$ cat src/rtl/fma_wb_responder.sv
// fma_wb_responder
// Wishbone classic single-beat responder wrapped around a two-stage unsigned
// multiply-add datapath (o = a*b + c, 16-bit wrap). Operand writes issue jobs,
// results are buffered in a FIFO that the management SoC drains via reads.
// Issue is credit-gated so that results in the FIFO plus jobs in flight never
// exceed FIFO_DEPTH, which makes FIFO overflow impossible.
module fma_wb_responder #(
    parameter int unsigned FIFO_DEPTH = 4,
    parameter logic [31:0] ADDR_BASE  = 32'h3000_0000
) (
    input  logic        clk,
    input  logic        rst,
    input  logic        wbs_stb_i,
    input  logic        wbs_cyc_i,
    input  logic        wbs_we_i,
    input  logic [3:0]  wbs_sel_i,
    input  logic [31:0] wbs_adr_i,
    input  logic [31:0] wbs_dat_i,
    output logic        wbs_ack_o,
    output logic [31:0] wbs_dat_o,
    output logic        irq
);

    localparam int unsigned PTR_W = $clog2(FIFO_DEPTH);
    localparam int unsigned CNT_W = 5;
    localparam logic [CNT_W-1:0] DEPTH_CNT = CNT_W'(FIFO_DEPTH);
    localparam logic [CNT_W:0]   DEPTH_OCC = (CNT_W+1)'(FIFO_DEPTH);

    typedef enum logic [1:0] {
        REG_OPND   = 2'd0,
        REG_RESULT = 2'd1,
        REG_STATUS = 2'd2,
        REG_RSVD   = 2'd3
    } reg_sel_e;

    // Byte selects and the byte-offset address bits carry no meaning here.
    logic unused_bus_bits;
    assign unused_bus_bits = ^{wbs_sel_i, wbs_adr_i[1:0]};

    // Bus decode
    reg_sel_e          sel;
    logic              hit;
    logic              req;
    logic              opnd_wr_req;
    logic              credit_ok;
    logic              accept;
    logic              issue;
    logic              pop_req;
    logic              do_pop;
    logic              status_wr;
    logic              flush;

    // FIFO state
    logic [15:0]       fifo_mem [FIFO_DEPTH];
    logic [PTR_W-1:0]  rd_ptr;
    logic [PTR_W-1:0]  wr_ptr;
    logic [CNT_W-1:0]  count;
    logic              empty;
    logic              full;
    logic [CNT_W:0]    occupancy;

    // Datapath state
    logic              s1_v;
    logic [15:0]       s1_p;
    logic [15:0]       s1_c;
    logic [15:0]       sum;
    logic              push;

    logic              ien;
    logic [31:0]       rdata;

    assign sel         = reg_sel_e'(wbs_adr_i[3:2]);
    assign hit         = (wbs_adr_i[31:4] == ADDR_BASE[31:4]);
    assign req         = wbs_stb_i & wbs_cyc_i & hit & ~wbs_ack_o;
    assign opnd_wr_req = req & wbs_we_i & (sel == REG_OPND);

    // Occupancy counts jobs still in the pipeline so a stalled issue waits for a
    // pop that has already retired, not merely been requested.
    assign occupancy   = {1'b0, count} + {{CNT_W{1'b0}}, s1_v};
    assign credit_ok   = (occupancy < DEPTH_OCC);
    assign accept      = req & ~(opnd_wr_req & ~credit_ok);

    assign issue       = accept & wbs_we_i & (sel == REG_OPND);
    assign pop_req     = accept & ~wbs_we_i & (sel == REG_RESULT);
    assign do_pop      = pop_req & ~empty;
    assign status_wr   = accept & wbs_we_i & (sel == REG_STATUS);
    assign flush       = status_wr & wbs_dat_i[0];

    assign empty       = (count == '0);
    assign full        = (count == DEPTH_CNT);

    // Second stage is the adder feeding the FIFO write port; a flush in the same
    // cycle discards the landing result.
    assign sum         = s1_p + s1_c;
    assign push        = s1_v & ~flush;

    // Read-data selection for the register addressed by the current request
    always_comb begin
        rdata = '0;
        case (sel)
            REG_RESULT: begin
                if (!empty) begin
                    rdata = {1'b1, 15'b0, fifo_mem[rd_ptr]};
                end
            end
            REG_STATUS: begin
                rdata[CNT_W-1:0] = count;
                rdata[8]         = empty;
                rdata[9]         = full;
                rdata[10]        = s1_v;
                rdata[16]        = ien;
            end
            default: rdata = '0;
        endcase
    end

    // Registered bus response: one-cycle ack, data only during reads
    always_ff @(posedge clk or posedge rst) begin
        if (rst) begin
            wbs_ack_o <= 1'b0;
            wbs_dat_o <= '0;
        end else begin
            wbs_ack_o <= accept;
            wbs_dat_o <= (accept && !wbs_we_i) ? rdata : '0;
        end
    end

    // First pipeline stage: capture product and addend of an issued job
    always_ff @(posedge clk or posedge rst) begin
        if (rst) begin
            s1_v <= 1'b0;
            s1_p <= '0;
            s1_c <= '0;
        end else begin
            s1_v <= issue;
            if (issue) begin
                s1_p <= wbs_dat_i[7:0] * wbs_dat_i[15:8];
                s1_c <= wbs_dat_i[31:16];
            end
        end
    end

    // Result storage; contents need no reset since count gates every read
    always_ff @(posedge clk) begin
        if (push) begin
            fifo_mem[wr_ptr] <= sum;
        end
    end

    // FIFO pointers and occupancy; flush wins over any push or pop
    always_ff @(posedge clk or posedge rst) begin
        if (rst) begin
            rd_ptr <= '0;
            wr_ptr <= '0;
            count  <= '0;
        end else if (flush) begin
            rd_ptr <= '0;
            wr_ptr <= '0;
            count  <= '0;
        end else begin
            if (push) begin
                wr_ptr <= wr_ptr + 1'b1;
            end
            if (do_pop) begin
                rd_ptr <= rd_ptr + 1'b1;
            end
            case ({push, do_pop})
                2'b10:   count <= count + 1'b1;
                2'b01:   count <= count - 1'b1;
                default: count <= count;
            endcase
        end
    end

    // Interrupt enable and level interrupt, one cycle behind the FIFO count
    always_ff @(posedge clk or posedge rst) begin
        if (rst) begin
            ien <= 1'b0;
            irq <= 1'b0;
        end else begin
            if (status_wr) begin
                ien <= wbs_dat_i[1];
            end
            irq <= ien & ~empty;
        end
    end

endmodule

$ cat config.mk
export PLATFORM = sky130hd
export DESIGN_NAME = fma_wb_responder
export DESIGN_NICKNAME = d
export VERILOG_FILES = /design/src/rtl/fma_wb_responder.sv
export SDC_FILE = /design/constraint.sdc
export NUM_CORES = 1
export LEC_CHECK = 0
export CAP_MARGIN = 10
export CORE_MARGIN = 1
export CORE_UTILIZATION = 56
export CTS_BUF_LIST = sky130_fd_sc_hd__clkbuf_4 sky130_fd_sc_hd__clkbuf_8
export CTS_CLUSTER_DIAMETER = 100
export CTS_CLUSTER_SIZE = 14
export DETAILED_ROUTE_END_ITERATION = 10
export HOLD_SLACK_MARGIN = 0.02
export PLACE_DENSITY_LB_ADDON = 0.12
export SLEW_MARGIN = 10
export SYNTH_ARGS = -nofsm -noshare
export SYNTH_HDL_FRONTEND = slang
export SYNTH_SLANG_ARGS = --single-unit
$ cat constraint.sdc
create_clock -name clk -period 2.8 [get_ports clk]
set_input_delay 0.42 -clock clk [delete_from_list [all_inputs] [get_ports clk]]
set_output_delay 0.42 -clock clk [all_outputs]
set_load 0.05 [all_outputs]
# After elaboration in Yosys (flattened, before gate mapping)
# Memories as Yosys holds them, arrays and structs flattened.
# Cells that the tools add are included.
# Widths: inputs -> output; s select.
# word_totals
regBits,77
ram_bits,64
input_bits,73
output_inout_bits,34
word_cells,70
mem_count,1
# op_classes
add_sub_neg,6
n_mul,1
order_cmp,1
n_eq_ne,6
mux,16
n_bitwise,22
n_reduce_logical,7
# memory_table
name,depth,width,rd,rd_clocked_by_memory_dff,wr,line,rtl
fifo_mem,4,16,1,0,1,54,logic [15:0] fifo_mem [FIFO_DEPTH];
# ops
op,n
$mux 32,2
$eq 28x26->1 const B,1
$pmux 5 s2,2
$add 16x16->16,1
$and 1x1->1,16
$mul 8x8->16,1
$mux 15,1
$mux 5,2
$mux 2,4
$add 5x1->6,1
$lt 6x3->1 const B,1
$not 1->1,6
$pmux 3 s2,1
$add 5x1->5 const B,1
$eq 5x3->1 const B,1
$logic_not 5->1,1
$sub 5x1->5 const B,1
$add 2x1->2 const B,2
$eq 2x1->1 const B,2
$eq 2x2->1 const B,2
$reduce_bool 2->1,2
$mux 3,1
$reduce_bool 3->1,1
$logic_not 2->1,1
4 further kinds,5

# Logic depth before layout (Yosys ltp)
# logic_depth
depth_word,16
mapped_depth,16
ltp_nobuf,16

# Worst setup path before layout
# No wires, ideal clock.
# synth_timing
path_kind,input port to flip-flop
from,input wbs_dat_i[15]
to,register s1_p[15]
setup_ns,0.069
t_arrival_ns,4.106
required_ns,2.731
slack_ns,-1.376
path_stages,14
n_path_buf,0
cell_sequence,and2_1 fa_1 inv_1 fa_1 fa_1 fa_1 inv_1 ha_1 or2_2 a21oi_1 a211oi_1 nor3_1 or4b_1 nand3_1
# synth_via
elab_chain_cells,1
# synth_rtl
element,line,rtl
"start, declared",18,"input logic [31:0] wbs_dat_i,"
$mul 8x8->16,137,s1_p <= wbs_dat_i[7:0] * wbs_dat_i[15:8];
"end signal, assigned",137,
"end, declared",64,logic [15:0] s1_p;
# No other way between the ends.
# A chain may end at the register's enable or synchronous reset.

# Worst setup path after layout
# layout_timing
from,input wbs_dat_i[1]
to,register s1_p[15]
# The elaborated chain is that of the path after synthesis.

==> impl_metrics.ini <==
[setup_path]
r2r_cells = 10
cp-start-kind = input pin
path_class = in2reg
crit_start = wbs_dat_i[1]
arrival_ps = 4040
r2r_end = fifo_mem[0][14]$_DFFE_PP_
crit_required_ps = 3160
worst-r2r-setup-slack_ps = 250
cp-endpoint = s1_p[15]$_DFFE_PP0P_
cp_max_fo = 5
reg2reg_from = s1_p[0]$_DFFE_PP0P_
cp-end-kind = flip-flop

[drt]
viasPerCell = 5.513
vias = 5860
wire_per_inst_um = 16.60
drt_iter0_drc = 436
routed_wl_um = 17650
final_antenna_net_count = 0
drcViolationCount = 0
first_pass_iters = 5

[clock_network]
clkTransAtPathRegs_ps = 70
cts_buffer_depth = 2
clk_latency_ps = 440
clock_sink_count = 127
ctsHoldBuffers = 0
cts_tree = done
cts_made_buffers = 17
htree_levels = 4
cts-root-buf = clkbuf_8

[sta]
finalClockSkew_ps = 12.67
drv_slew = 0
worstMarginPinSlew_ps = 788.3
rsz0062_at_grt = true
setup_viol = 10
worst_slack_ps = -872.5
period_share_pct = 131.2
fmax_mhz = 272.3
hold_violations = 0
finalCriticalPeriod_ps = 3673
relSlewSlack_pct = 47.45

[yosys]
async_reset_ff_share_pct = 49.61
syn_area_per_cell_um2 = 11.11
synth.area.mux_share_pct = 4.918
ys_warn_count = 0
ys_seq_area_share_pct = 43.93
synth.most_common_cell = nand2_1
syn-cell-area_mm2 = 0.007963
yosysUniqueCellTypes = 64
synth_fa_ha_area_share_pct = 18.57
syn_inst = 717
synth_top_family_by_area = adder cells
synth_ff_type = edfxtp_1
synth_simple_gate_area_share_pct = 15.87
synth_edf_count = 64
synth_top_cell_area_share_pct = 24.14
synthDominantAreaCellType = edfxtp_1
synthTopCellsByArea = edfxtp_1, dfrtp_1, fa_1, ha_1, nand2_1
synthTopCellsByCount = nand2_1, inv_1, edfxtp_1, dfrtp_1, ha_1
synth_compound_area_share_pct = 8.250
synth_xor_area_share_pct = 2.750
ys_seq_elements = 127

[global_routing]
grt_usage_pct = 25.85
grt_pass1_vias = 6103
met1_usage_pct = 30.35
use_met2_pct = 47.96
grt_max_degree = 64
overflow = 0
grt_pass1_wl_um = 28910
antenna_found_initial = 0
busiest_layer = met2
grtUsageMet3_pct = 4.793

[placement]
io_buffers = 86
placed_area_mm2 = 0.009641
place_hpwl_um = 13160
dp_cells = 1026
place.gp.congestion = 0.8184
dpl_worst_slack_ps = -1883

[die]
die_area_mm2 = 0.01470
start_util_pct = 57.36
io_pins = 107
dieWidth_um = 121.2
num_rows = 43
fp.dieH_um = 121.2
core_area_mm2 = 0.01388

[cells_and_area]
finalInstanceArea_mm2 = 0.01033
final_layout_size_suffix_gt1_share_pct = 23.44
syn_to_final_growth_pct = 29.79
instances_no_fill = 1063
num_antenna_cells = 0
nNetsFinal = 1039
final_util_pct = 74.45
final-seq-area_mm2 = 0.003498
n_fill_cell = 941
multi_input_area_mm2 = 0.004400

[flow_run]
max-cap-violations = 0

[status]
status = finished, violations left
violations = negative setup slack

[hold_path]
hp-start = wbs_dat_i[1]
hold_class = in2reg

[power]
powerDensity_mw_per_mm2 = 545.6
vdd_drop_max_v = 0.0004589
p_leak_uw = 0.004719
==> flip-flops by register name, indices dropped and copies added, names as in the netlist <==
register	cells
count	5
s1_c	16
fifo_mem	64
s1_p	16
wr_ptr	2
wbs_ack_o	1
s1_v	1
irq	1
ien	1
wbs_dat_o	18
rd_ptr	2
==> per-layer routing <==
layer  up-vias  routed length, µm  share of wire [%]
met5         -                  0                  0
met4         0                170               0.96
met3        14                649                3.7
met2       136               9793                 56
met1      2938               7031                 40
li1       2772                  -                  -
==> worst min path at each step <==
stage,end,slack (ps),depth (start not counted)
2_1_floorplan,s1_c[0]$_DFFE_PP0P_,450,2
3_5_place_dp,s1_c[11]$_DFFE_PP0P_,470,2
3_3_place_gp,s1_c[13]$_DFFE_PP0P_,460,2
6_report,ien$_DFFE_PP0N_,370,3
5_1_grt,ien$_DFFE_PP0N_,360,3
4_1_cts,wbs_ack_o$_DFF_PP0_,370,3
==> kinds of logic after synthesis <==
group / after synthesis
buffers and inverters: 102
DFF: 127
adders and majority gates: 96
other: 1
xor gates and xnor gates: 25
and+or+nand+nor: 249
AOI/OAI and AO/OA: 98
muxes: 19
==> metrics by stage <==
step | total power [µW] | hold WS, ps | TNS [ps]
floorplan | 3202 | 449.7 | -7330
global placement | 3727 | 464.1 | -17660
detailed placement | 3772 | 470.6 | -18590
CTS | 5583 | 371.1 | -7791
global route | 5954 | 355.3 | -7094
finish | 5639 | 366.8 | -6179
==> cell type report <==
type | instances | area share [%]
clock inverter | 11 | 1.465
multi-input combinational | 501 | 42.58
clock buffer | 21 | 2.736
sequential | 127 | 33.85
inverter | 69 | 2.506
timing repair buffer | 154 | 14.69
tap | 180 | 2.179
==> timing repair <==
action	in CTS	in global routing
pin swaps	34	42
resized for setup	87	68
setup endpoints to repair	12	16
setup buffers	4	4
==> report_power, final <==
group / switching, µW / internal (µW) / total, µW
clock: 727 / 969 / 1700
combinational: 959 / 1040 / 2000
sequential: 0.00000406 / 1950 / 1950
total: 1690 / 3950 / 5640
==> cells in the final DEF (no fill, tap or decap), types with 13 or more instances in the layout <==
| master | instances |
|---|---|
| nand2_1 | 102 |
| clkdlybuf4s50_1 | 70 |
| edfxtp_1 | 64 |
| dfrtp_1 | 63 |
| inv_1 | 57 |
| buf_4 | 55 |
| ha_1 | 49 |
| and2_1 | 39 |
| fa_1 | 34 |
| nor2_1 | 28 |
| clkbuf_8 | 20 |
| mux4_2 | 16 |
| conb_1 | 14 |
| o21ai_0 | 13 |
| xor2_1 | 13 |
==> critical path, cell delays in order <==
cell and delay, ps:
buf_8 110, and2_4 150, fa_1 520, inv_1 50, fa_1 500, fa_1 430, fa_1 500, inv_2 40
ha_4 250, or2_4 120, a21oi_2 60, a211oi_2 260, nor3_2 70, or4b_1 470, nand3_1 80
(Power assumes the default switching activity.)
